File: src/rtl/prefetch_queue.sv
// prefetch_queue: instruction prefetch FIFO fed by a one-cycle-latency memory,
// with at most one request outstanding and a flushing redirect.
module prefetch_queue #(
  parameter int XLEN = 32,
  parameter int DEPTH = 4,
  parameter logic [XLEN-1:0] RESET_PC = '0
) (
  input  logic                         clk_i,
  input  logic                         rst_n_i,
  output logic                         im_req_o,
  output logic [XLEN-1:0]              im_addr_o,
  input  logic [31:0]                  im_dout_i,
  input  logic                         redirect_i,
  input  logic [XLEN-1:0]              redirect_pc_i,
  output logic                         inst_valid_o,
  output logic [31:0]                  inst_o,
  output logic [XLEN-1:0]              inst_pc_o,
  input  logic                         inst_ready_i,
  output logic [$clog2(DEPTH+1)-1:0]   count_o
);
  localparam int CW = $clog2(DEPTH+1);
  localparam int PW = $clog2(DEPTH);
  localparam logic [CW:0] DEPTH_C = (CW+1)'(DEPTH);
  logic [XLEN-1:0] fetch_pc_q, fetch_pc_d, flight_pc_q;
  logic            inflight_q;
  logic [CW-1:0]   count_q, count_d;
  logic [PW-1:0]   rd_ptr_q, wr_ptr_q;
  logic [31:0]     inst_mem [DEPTH];
  logic [XLEN-1:0] pc_mem [DEPTH];
  logic            pop, push;
  logic [CW:0]     occupancy;
  assign pop       = inst_valid_o & inst_ready_i;
  // A redirect in the return cycle drops the data of the request issued just before it.
  assign push      = inflight_q & !redirect_i;
  assign occupancy = {1'b0, count_q} + (CW+1)'(inflight_q) - (CW+1)'(pop);
  assign im_req_o  = rst_n_i & !redirect_i & (occupancy < DEPTH_C);
  assign im_addr_o = fetch_pc_q;
  assign fetch_pc_d = redirect_i ? {redirect_pc_i[XLEN-1:2], 2'b00}
                    : im_req_o   ? fetch_pc_q + XLEN'(4) : fetch_pc_q;
  assign count_d   = redirect_i ? '0 : count_q + CW'(push) - CW'(pop);
  always_ff @(posedge clk_i or negedge rst_n_i) begin
    if (!rst_n_i) begin
      fetch_pc_q  <= RESET_PC;
      flight_pc_q <= '0;
      inflight_q  <= 1'b0;
      count_q     <= '0;
      rd_ptr_q    <= '0;
      wr_ptr_q    <= '0;
    end else begin
      fetch_pc_q  <= fetch_pc_d;
      inflight_q  <= im_req_o;
      flight_pc_q <= im_req_o ? fetch_pc_q : flight_pc_q;
      count_q     <= count_d;
      rd_ptr_q    <= redirect_i ? '0 : rd_ptr_q + PW'(pop);
      wr_ptr_q    <= redirect_i ? '0 : wr_ptr_q + PW'(push);
    end
  end
  always_ff @(posedge clk_i) begin
    if (push) begin
      inst_mem[wr_ptr_q] <= im_dout_i;
      pc_mem[wr_ptr_q]   <= flight_pc_q;
    end
  end
  assign inst_valid_o = count_q != '0;
  assign inst_o       = inst_mem[rd_ptr_q];
  assign inst_pc_o    = pc_mem[rd_ptr_q];
  assign count_o      = count_q;
endmodule

File: config.mk
export PLATFORM = sky130hd
export DESIGN_NAME = prefetch_queue
export DESIGN_NICKNAME = d
export VERILOG_FILES = /design/src/rtl/prefetch_queue.sv
export SDC_FILE = /design/constraint.sdc
export NUM_CORES = 1
export LEC_CHECK = 0
export BUFFER_PORTS_ARGS = -buffer_cell sky130_fd_sc_hd__buf_2
export CORE_MARGIN = 1
export CORE_UTILIZATION = 25
export CTS_CLUSTER_DIAMETER = 120
export DETAILED_ROUTE_END_ITERATION = 7
export GPL_TIMING_DRIVEN = 0
export PLACE_DENSITY = 0.47
export SLEW_MARGIN = 0
export SYNTH_ARGS = -nofsm -noshare
export SYNTH_HDL_FRONTEND = slang
export SYNTH_SLANG_ARGS = --single-unit
export TNS_END_PERCENT = 100
File: constraint.sdc
create_clock -name clk_i -period 5.8 [get_ports clk_i]
set_input_delay 1.74 -clock clk_i [delete_from_list [all_inputs] [get_ports clk_i]]
set_output_delay 1.74 -clock clk_i [all_outputs]
set_load 0.05 [all_outputs]
After elaboration in Yosys (flattened, before gate mapping)
Memories as Yosys holds them, arrays and structs flattened.
Cells that the tools add are included.
W data, S select, Z words.
Word-level totals
  register bits after elaboration: 72
  memory bits (writable): 256
  output and inout bits: 101
  logic and storage cells: 30
  memories kept: 2
Memory list
  inst_mem: depth 4, bits a word 32, rd ports 1, clocked after memory_dff 0, write ports 1, RTL line 28  | logic [31:0] inst_mem [DEPTH];
  pc_mem: depth 4, bits a word 32, rd ports 1, clocked after memory_dff 0, write ports 1, RTL line 29  | logic [XLEN-1:0] pc_mem [DEPTH];
Cells by class
  add/subtract/negate cells: 7
  order comparisons: 1
  mux-type cells: 7
  bitwise gates (word level): 4
  reductions and logical operators: 3
Operators with widths (count)
  $mux W32: 2
  $add A32 B3 Y32 const B: 1
  $add A2 B1 Y2: 2
  $add A3 B1 Y4: 1
  $and A1 B1 Y1: 4
  $lt A4 B3 Y1 const B: 1
  $mux W2: 2
  $sub A4 B1 Y4: 1
  $add A3 B1 Y3: 1
  $mux W3: 1
  $reduce_bool A3 Y1: 1
  $sub A3 B1 Y3: 1
  $mux W1: 2
  $reduce_bool A2 Y1: 1
  $logic_not A1 Y1: 1

Longest topological paths before layout
Gate-level depths: netlist of the first run.
  depth in word-level cells: 7
  depth in mapped cells: 10

Worst setup path after synthesis of the first run
No wires, ideal clock.
  kind: input-to-reg
  start: input redirect_i
  end: memory inst_mem[0][0], enable pin
  setup time: 571 ps
  arrival time: 6627 ps
  data required time: 5229 ps
  setup slack: -1398 ps
  cell stages on the path: 3
  buffers on the path: 1
  cells stage by stage: nor2b_1 clkbuf_1 nor3b_1
Between the ends
  cells in the longest elaborated chain, start to end: 4
RTL lines
  start: declaration: RTL line 13  | input logic redirect_i,
  $logic_not A1 Y1: RTL line 34  | assign push = inflight_q & !redirect_i;
  $and A1 B1 Y1: RTL line 34
  $mux W1: RTL line 59  | if (push) begin
  $mux W1 (not written as such): RTL line 60  | inst_mem[wr_ptr_q] <= im_dout_i;
  end: declaration: RTL line 28
Every way passes these cells.

Final worst setup path of the first run
  start: input inst_ready_i
  end: output im_req_o
Between the ends
  cells in the longest elaborated chain, start to end: 4
RTL lines
  start: declaration: RTL line 18  | input logic inst_ready_i,
  $and A1 B1 Y1: RTL line 32  | assign pop = inst_valid_o & inst_ready_i;
  $sub A4 B1 Y4: RTL line 35  | assign occupancy = {1'b0, count_q} + (CW+1)'(inflight_q) - (CW+1)'(pop);
  $lt A4 B3 Y1: RTL line 36  | assign im_req_o = rst_n_i & !redirect_i & (occupancy < DEPTH_C);
  $and A1 B1 Y1: RTL line 36
  end: declaration: RTL line 10  | output logic im_req_o,
Every way passes these cells.

==> results of run 1 <==
[Yosys cell counts (2+ instances only)]
master,instances,share of area
buf_4,4,0.0024
clkbuf_1,18,0.0054
inv_1,7,0.0021
a22oi_1,2,0.0012
buf_2,7,0.0028
o31ai_1,19,0.011
nand2_1,20,0.0060
a31oi_1,20,0.010
nor2_1,33,0.0099
nor2b_1,9,0.0045
nand4_1,10,0.0050
mux2i_1,2,0.0016
o211ai_1,5,0.0030
mux4_2,62,0.11
nor3b_1,3,0.0018
or2_2,3,0.0015
and3_1,7,0.0035
dfrtp_1,68,0.14
edfxtp_1,248,0.60
nand3_1,24,0.0096
o21ai_0,4,0.0016
ha_1,6,0.0060
mux2_2,30,0.027
or3_1,4,0.0020
xnor2_1,4,0.0028
buf_1,7,0.0021
xor2_1,2,0.0014
or4_1,25,0.015
[power by group through the flow]
stage | clock [mW] | sequential (mW) | combinational [mW]
floorplan | 0 | 3.06 | 1.41
global placement | 0 | 3.03 | 2.05
detailed placement | 0 | 3.04 | 2.09
CTS | 2.36 | 2.99 | 2.12
global route | 2.44 | 3.03 | 2.21
finish | 2.28 | 2.99 | 2.08
[state kept, by name, summed over array words and instances (netlist names)]
signal	count
rd_ptr_q	2
inflight_q	1
wr_ptr_q	2
flight_pc_q	30
pc_mem	120
count_o	3
inst_mem	128
im_addr_o	30
[worst max-delay path, cell delays in order]
cell and delay, ns:
buf_2 0.10, nand2_1 0.12, or2_2 0.30, ha_1 0.28, a31oi_2 0.30, mux2i_4 0.14, nor2_2 0.21, clkbuf_4 0.30
buf_2 0.30
[through the flow]
step,setup WS [ns],total power [mW]
3_5_place_dp,-0.746,5.13
6_report,0.254,7.35
3_3_place_gp,-2.70,5.08
5_1_grt,0.0972,7.68
4_1_cts,0.0650,7.48
2_1_floorplan,0.546,4.47
[layer usage]
| layer | vias to the layer above | track usage | wire length [um] |
|---|---|---|---|
| li1 | 3160 | - | - |
| met3 | 48 | 0.0275 | 1680 |
| met5 | - | 0 | 0 |
| met4 | 0 | 0.0492 | 793 |
| met1 | 3656 | 0.178 | 15100 |
| met2 | 205 | 0.203 | 14900 |
[worst max path at each step]
stage / start / to / cells past startpoint
after CTS: inst_ready_i / im_req_o / 9
after global placement: redirect_i / inst_mem[1][2] / 5
after global routing: inst_ready_i / im_req_o / 9
after detailed placement: inst_ready_i / im_req_o / 9
after floorplan: inst_ready_i / im_req_o / 7
final: inst_ready_i / im_req_o / 9
[cells by family after synthesis]
kind of cell / Yosys count
AND/OR/NAND/NOR: 147
multiplexers: 95
AO/OA/AOI/OAI: 54
XOR/XNOR: 6
buffers and inverters: 45
flip-flops: 316
other: 1
adder cells (fa/ha/maj): 7
[what timing repair did]
| action | in CTS | in global routing |
|---|---|---|
| setup endpoints to repair | 1 | 1 |
| pin swaps | 0 | 0 |
| buffers inserted | 1 | 0 |
| gates resized for setup | 3 | 2 |
[area by class of cell]
type	instances	share of cell area
flip-flops and latches	316	0.584
inverters	8	0.00192
clock buffers	48	0.0677
well taps	664	0.0531
multi-input cells	313	0.202
repair buffers	176	0.0705
plain buffers	37	0.0110
clock inverters	21	0.00927
==> results.yml, run 1 <==
run_status:
  outcome: "complete, no violations"
drt:
  first_iter_violations: 449
  drt_first_pass_iters: 5
  vias_per_cell: 4.47
  wirelength_um: 32500
  drt-wirelength-per-cell_um: 20.5
  vias: 7069
  ant_nets: 0
  drc: 0
sta:
  maxSlewViolCount: 0
  period_share: 0.956
  rsz0062_at_grt: "false"
  max-slew-margin-rel: 0.277
  skew_ns: 0.0225
  period_needed_ns: 5.55
  hold_slack_ns: 0.517
  setup_viol: 0
  tightestPinTransition_ns: 1.08
  hold_violations: 0
  fmax_mhz: 180
  tns_ns: 0
finish:
  design_area_mm2: 0.0157
  post-route-util: 0.319
  areaGrowthSynthToFinish_pct: 25.7
  regArea_mm2: 0.00915
  multi_input_area_mm2: 0.00316
  final_common_cell: "edfxtp_1"
  fillCellCount: 4885
  final_cell_mix: "edfxtp_1, buf_2, dfrtp_1"
  fin_nets: 965
  instances_no_fill: 1583
  drive_gt1_frac: 0.381
  num_antenna_cells: 0
floorplanning:
  fp.dieH_um: 225
  start_util: 0.254
  chipWidth_um: 225
  design.core.area_mm2: 0.0491
  fp-row-count: 81
  ios: 169
  die_area_mm2: 0.0507
setup_path:
  path_class: "input port to output port"
  rr_startpoint: "count_o[2]"
  end_kind: "output port"
  cp_max_fo: 11
  rrSetupSlack_ns: 2.51
  reg2regPathDepth: 10
  worst_ep_arrival_time_ns: 3.81
  cp.required_ns: 4.06
  startpoint_type: "input port"
  reg2reg_to: "im_addr_o[2]"
cts:
  clk_latency_ns: 0.54
  cts_buffer_depth: 3
  numCtsBuffers: 38
  cts-root-buf: "clkbuf_16"
  cts_hold_buf: 0
  ctsHtreeMaxLevel: 2
  cts_tree: "built"
  cts.clk_slew.worst_paths_ns: 0.06
  cts.sinks: 316
flow_run:
  cap_violations: 0
synth:
  synth-xor-area-share: 0.00422
  synth_seq_cells: 316
  syn_avg_cell_area_um2: 18.6
  synth_mux_area_frac: 0.142
  synth_compound_area_frac: 0.0299
  synthSimpleGateAreaFrac: 0.0648
  yosys_warnings: 0
  synth_flop_cell: "edfxtp_1"
  synth_enable_flop_cells: 248
  syn_area_mm2: 0.0124
  async_flop_share: 0.215
  synthAdderAreaFrac: 0.00764
  yosysUniqueCellTypes: 46
  netlist_instances: 671
  synth_top_family_by_area: "multiplexers"
  yosysSeqAreaShare: 0.735
pwr:
  clkPwrFrac: 0.311
  p_int_mw: 4.79
  power.share.combinational: 0.283
  static-leakage-power_nw: 5.36
  switchingPower_mw: 2.55
  p_sw_frac: 0.347
  p_seq_frac: 0.407
  p_per_area_mw_per_mm2: 469
  irDropWorstVdd_v: 0.000251
placement:
  placed_cell_area_mm2: 0.0144
  dpl.hpwl_um: 21800
  finalWeightedCongestion: 0.773
  port_buffers: 162
  placed_cells: 1513
global_route:
  grt_overflow: 0
  grt_pass1_vias: 7346
  antenna_found_initial: 0
  grt_usage: 0.130
  grt_pass1_wl_um: 48300
  grt_max_degree: 59
worst_hold_path:
  holdPathStages: 0
  min_from: "flight_pc_q[6]"
  min_to: "pc_mem[0][6]"
  hp-class: "flip-flop to flip-flop"
(Power assumes the default switching activity.)
==> inputs of run 2 (changes only) <==
--- a/config.mk
+++ b/config.mk
@@ -7,11 +7,11 @@
 export LEC_CHECK = 0
 export BUFFER_PORTS_ARGS = -buffer_cell sky130_fd_sc_hd__buf_2
 export CORE_MARGIN = 1
-export CORE_UTILIZATION = 25
+export CORE_UTILIZATION = 52
 export CTS_CLUSTER_DIAMETER = 120
 export DETAILED_ROUTE_END_ITERATION = 7
 export GPL_TIMING_DRIVEN = 0
-export PLACE_DENSITY = 0.47
+export PLACE_DENSITY = 0.8
 export SLEW_MARGIN = 0
 export SYNTH_ARGS = -nofsm -noshare
 export SYNTH_HDL_FRONTEND = slang
==> run 2 against run 1 <==
- core utilization increased by 32 points
- register-to-register slack improved by 0.14 ns
- cell area decreased by 4.5%
==> results.yml, run 2 (synthesis gave the netlist of run 1 again) <==
cts:
  cts_tree: "built"
  ctsHtreeMaxLevel: 2
  cts_buffer_depth: 3
  cts.sinks: 316
  numCtsBuffers: 34
  cts_hold_buf: 0
  clk_latency_ns: 0.50
  cts-root-buf: "clkbuf_16"
  cts.clk_slew.worst_paths_ns: 0.06
global_route:
  grt_pass1_vias: 7079
  grt_overflow: 0
  grt_usage: 0.222
  antenna_found_initial: 0
  grt_pass1_wl_um: 40900
  grt_max_degree: 56
floorplanning:
  fp.dieH_um: 157
  start_util: 0.530
  design.core.area_mm2: 0.0235
  chipWidth_um: 157
  die_area_mm2: 0.0246
  ios: 169
  fp-row-count: 56
setup_path:
  crit_path_end: "im_req_o"
  path_class: "input port to output port"
  reg2regPathDepth: 10
  end_kind: "output port"
  worst_ep_arrival_time_ns: 3.94
  cp.required_ns: 4.06
  cp_max_fo: 11
  reg2reg_to: "im_addr_o[18]"
  startpoint_type: "input port"
  rr_startpoint: "count_o[0]"
  setup.worst_path.start: "inst_ready_i"
  rrSetupSlack_ns: 2.65
drt:
  drt_first_pass_iters: 5
  vias_per_cell: 5.79
  drt-wirelength-per-cell_um: 21.3
  vias: 7089
  wirelength_um: 26100
  ant_nets: 0
  first_iter_violations: 607
  drc: 0
sta:
  period_share: 0.980
  skew_ns: 0.0180
  maxSlewViolCount: 0
  max-slew-margin-rel: 0.362
  rsz0062_at_grt: "false"
  hold_slack_ns: 0.512
  tns_ns: 0
  hold_violations: 0
  tightestPinTransition_ns: 0.957
  setup_viol: 0
  fmax_mhz: 176
  period_needed_ns: 5.68
  setup_ws_ns: 0.115
finish:
  regArea_mm2: 0.00915
  largest_register: "inst_mem"
  drive_gt1_frac: 0.365
  num_antenna_cells: 0
  multi_input_area_mm2: 0.00316
  final_cell_mix: "edfxtp_1, buf_2, dfrtp_1"
  final_common_cell: "edfxtp_1"
  largestRegisters: "inst_mem: 128 flops, pc_mem: 120 flops"
  largest_reg_flops: 128
  fillCellCount: 1636
  areaGrowthSynthToFinish_pct: 20.1
  fin_nets: 958
  design_area_mm2: 0.0149
  post-route-util: 0.637
worst_hold_path:
  hp-class: "flip-flop to flip-flop"
  holdPathStages: 0
pwr:
  clkPwrFrac: 0.280
  p_per_area_mw_per_mm2: 463
  static-leakage-power_nw: 5.23
  p_int_mw: 4.59
  irDropWorstVdd_v: 0.000457
  p_seq_frac: 0.430
  p_sw_frac: 0.338
  power.share.combinational: 0.290
  switchingPower_mw: 2.34
placement:
  port_buffers: 162
  dpl_worst_slack_ns: -0.268
  dpl.hpwl_um: 17100
  finalWeightedCongestion: 0.920
  placed_cell_area_mm2: 0.0139
flow_run:
  cap_violations: 0
run_status:
  outcome: "complete, no violations"
[run 2: area by class of cell]
class | count | share of cell area
Tap cell | 319 | 0.0267
Inverter | 8 | 0.00201
Clock inverter | 7 | 0.00259
Timing Repair Buffer | 173 | 0.0696
Multi-Input combinational cell | 313 | 0.212
Clock buffer | 51 | 0.0639
Buffer | 37 | 0.0116
Sequential cell | 316 | 0.612
[run 2: through the flow]
| stage | power (mW) | instances |
|---|---|---|
| 2_1_floorplan | 4.47 | 674 |
| 6_report | 6.93 | 1224 |
| 4_1_cts | 6.98 | 1223 |
| 5_1_grt | 7.21 | 1224 |
| 3_5_place_dp | 5.01 | 1165 |
| 3_3_place_gp | 4.95 | 1155 |
[run 2: worst min-delay path by stage]
stage	from	slack, ns	endpoint
5_1_grt	flight_pc_q[23]	0.53	pc_mem[2][23]
6_report	flight_pc_q[17]	0.51	pc_mem[0][17]
3_5_place_dp	flight_pc_q[17]	0.50	pc_mem[0][17]
3_3_place_gp	flight_pc_q[15]	0.49	pc_mem[1][15]
2_1_floorplan	flight_pc_q[10]	0.47	pc_mem[0][10]
4_1_cts	flight_pc_q[17]	0.51	pc_mem[0][17]
[run 2: metal layers]
metal / up-vias / global-route usage / part of all wire
li1: 3154 / - / -
met1: 3577 / 0.306 / 0.42
met2: 312 / 0.357 / 0.48
met3: 46 / 0.0526 / 0.077
met4: 0 / 0.0616 / 0.021
met5: - / 0 / 0
[run 2: power by group through the flow]
| stage | Sequential [mW] | Combinational (mW) | Clock [mW] |
|---|---|---|---|
| floorplan | 3.06 | 1.41 | 0 |
| global placement | 3.01 | 1.94 | 0 |
| detailed placement | 3.02 | 1.99 | 0 |
| CTS | 2.98 | 2.02 | 1.98 |
| global route | 3.01 | 2.13 | 2.06 |
| finish | 2.98 | 2.01 | 1.94 |
[run 2: worst max-delay path, stage by stage]
cell and delay (ns):
buf_2 0.09, nand2_1 0.13, or2_2 0.31, ha_1 0.29, a31oi_2 0.32, mux2i_4 0.16
nor2_1 0.26, clkbuf_4 0.33, buf_2 0.31
[run 2: what timing repair did]
item                       4_1_cts  5_1_grt
setup endpoints to repair        1        1
pin swaps                        0        0
resized for setup                3        1
setup buffers                    0        1
==> inputs of run 3 (changes only) <==
--- a/config.mk
+++ b/config.mk
@@ -6,6 +6,7 @@
 export NUM_CORES = 1
 export LEC_CHECK = 0
 export BUFFER_PORTS_ARGS = -buffer_cell sky130_fd_sc_hd__buf_2
+export CAP_MARGIN = 0
 export CORE_MARGIN = 1
 export CORE_UTILIZATION = 52
 export CTS_CLUSTER_DIAMETER = 120
==> constraint.sdc (replaced) <==
create_clock -name clk_i -period 5.2 [get_ports clk_i]
set_input_delay 1.56 -clock clk_i [delete_from_list [all_inputs] [get_ports clk_i]]
set_output_delay 1.56 -clock clk_i [all_outputs]
set_load 0.05 [all_outputs]
==> run 3 against run 2 <==
- first-iteration DRC count increased by 1.2%
- non-clock buffer count stayed put
- clock skew decreased by 0.0011 ns
- setup slack worse by 0.025 ns
- clock power grew 12%
- core utilization is 0.064 points higher
- die area stayed put
- register-to-register slack got worse by 0.60 ns
- global-route usage about the same
- combinational power rose by 12%
- worst hold slack barely moved
- critical path type unchanged
- largest cell class unchanged
==> results.yml, run 3 (synthesis gave the netlist of run 1 again) <==
sta:
  hold_violations: 0
  skew_ns: 0.0169
  period_share: 0.983
  period_needed_ns: 5.11
  setup_viol: 0
  fmax_mhz: 196
  maxSlewViolCount: 0
  max-slew-margin-rel: 0.361
  tightestPinTransition_ns: 0.959
global_route:
  grt_pass1_wl_um: 41000
  grt_pass1_vias: 7092
  grt_overflow: 0
  grt_usage: 0.223
  grt_max_degree: 56
  antenna_found_initial: 0
finish:
  areaGrowthSynthToFinish_pct: 20.2
  final_cell_mix: "edfxtp_1, buf_2, dfrtp_1"
  largest_reg_flops: 128
  largestRegisters: "inst_mem: 128 flops, pc_mem: 120 flops"
  design_area_mm2: 0.0150
  instances_no_fill: 1224
  post-route-util: 0.637
  drive_gt1_frac: 0.365
  final_common_cell: "edfxtp_1"
  num_antenna_cells: 0
  largest_register: "inst_mem"
  fillCellCount: 1634
  fin_nets: 958
pwr:
  clkPwrFrac: 0.279
  total_power_mw: 7.75
  p_sw_frac: 0.340
  p_seq_frac: 0.429
  power.share.combinational: 0.292
  switchingPower_mw: 2.63
  p_per_area_mw_per_mm2: 518
  static-leakage-power_nw: 5.23
  irDropWorstVdd_v: 0.000484
  p_int_mw: 5.12
flow_run:
  cap_violations: 0
placement:
  dpl.hpwl_um: 17100
  placed_cells: 1165
  finalWeightedCongestion: 0.920
  port_buffers: 162
  placed_cell_area_mm2: 0.0139
setup_path:
  path_class: "input port to output port"
  rrSetupSlack_ns: 2.05
  worst_ep_arrival_time_ns: 3.55
  cp.required_ns: 3.64
  cp_max_fo: 11
  end_kind: "output port"
  startpoint_type: "input port"
floorplanning:
  chipWidth_um: 157
  die_area_mm2: 0.0246
  start_util: 0.530
  fp-row-count: 56
  fp.dieH_um: 157
  ios: 169
  design.core.area_mm2: 0.0235
cts:
  cts_buffer_depth: 3
  numCtsBuffers: 34
  cts.clk_slew.worst_paths_ns: 0.06
  cts_tree: "built"
  ctsHtreeMaxLevel: 2
  clk_latency_ns: 0.50
  cts.sinks: 316
  cts-root-buf: "clkbuf_16"
drt:
  drt_first_pass_iters: 5
  vias_per_cell: 5.82
  ant_nets: 0
  drc: 0
  drt-wirelength-per-cell_um: 21.5
  vias: 7121
  wirelength_um: 26300
  first_iter_violations: 614
run_status:
  outcome: "complete, no violations"
worst_hold_path:
  hp-class: "flip-flop to flip-flop"
run 3: cell types whose count changed in the layout (fill, tap and decap cells not counted):
cell and delta:
buf_4 +1, buf_2 -1, clkbuf_4 -1, a31oi_4 +1, buf_6 +1, a31oi_2 -1
run 3: worst paths after layout:
kind                              endpoint       startpoint  cells after the start
min                          pc_mem[0][17]  flight_pc_q[17]                      0
min reg2reg                  pc_mem[0][17]  flight_pc_q[17]                      0
max reg2reg                  im_addr_o[13]       count_o[0]                     10
max                               im_req_o     inst_ready_i                      9
max in group asynchronous  flight_pc_q[13]          rst_n_i                      2
min in group asynchronous     im_addr_o[2]          rst_n_i                      1
run 3: layer usage:
layer | vias to the layer above | GRT usage | wire length, um
met2 | 320 | 0.356 | 12700
met4 | 0 | 0.0621 | 554
met3 | 49 | 0.0537 | 2100
met1 | 3607 | 0.307 | 11000
li1 | 3145 | - | -
met5 | - | 0 | 0
run 3: repair_timing:
| action | in CTS | in global routing |
|---|---|---|
| hold buffers | 0 | 0 |
| setup endpoints to repair | 1 | 1 |
| cloned | 0 | 0 |
| setup buffers | 1 | 0 |
| gates resized for setup | 5 | 2 |
run 3: area by class of cell:
cell class | count | area (um2) | area share
buffer | 37 | 176 | 0.0118
clock buffer | 51 | 956 | 0.0639
clock inverter | 7 | 38.8 | 0.00259
inverter | 8 | 30.0 | 0.00201
multi-input combinational | 313 | 3170 | 0.212
sequential | 316 | 9150 | 0.611
tap | 319 | 399 | 0.0267
timing repair buffer | 173 | 1040 | 0.0697
run 3: critical path, stage by stage:
cell and delay, ns:
buf_2 0.09, nand2_1 0.13, or2_2 0.32, ha_1 0.32, a31oi_4 0.26, mux2i_4 0.12, nor2_1 0.28, buf_6 0.24
buf_4 0.22
run 3: per-stage QoR:
| step | TNS, ns | hold slack (ns) | worst slack (ns) |
|---|---|---|---|
| 6_report | 0 | 0.512 | 0.0900 |
| 5_1_grt | -0.00688 | 0.531 | -0.00688 |
| 4_1_cts | 0 | 0.513 | 0.0316 |
| 3_5_place_dp | -0.508 | 0.499 | -0.508 |
| 3_3_place_gp | -363.90 | 0.493 | -2.13 |
| 2_1_floorplan | 0 | 0.472 | 0.180 |
run 3: power by group through the flow:
stage | registers (mW) | logic, mW | clock network (mW)
floorplan | 3.42 | 1.57 | 0
global placement | 3.36 | 2.16 | 0
detailed placement | 3.37 | 2.22 | 0
CTS | 3.32 | 2.27 | 2.21
global route | 3.36 | 2.40 | 2.30
finish | 3.33 | 2.26 | 2.17
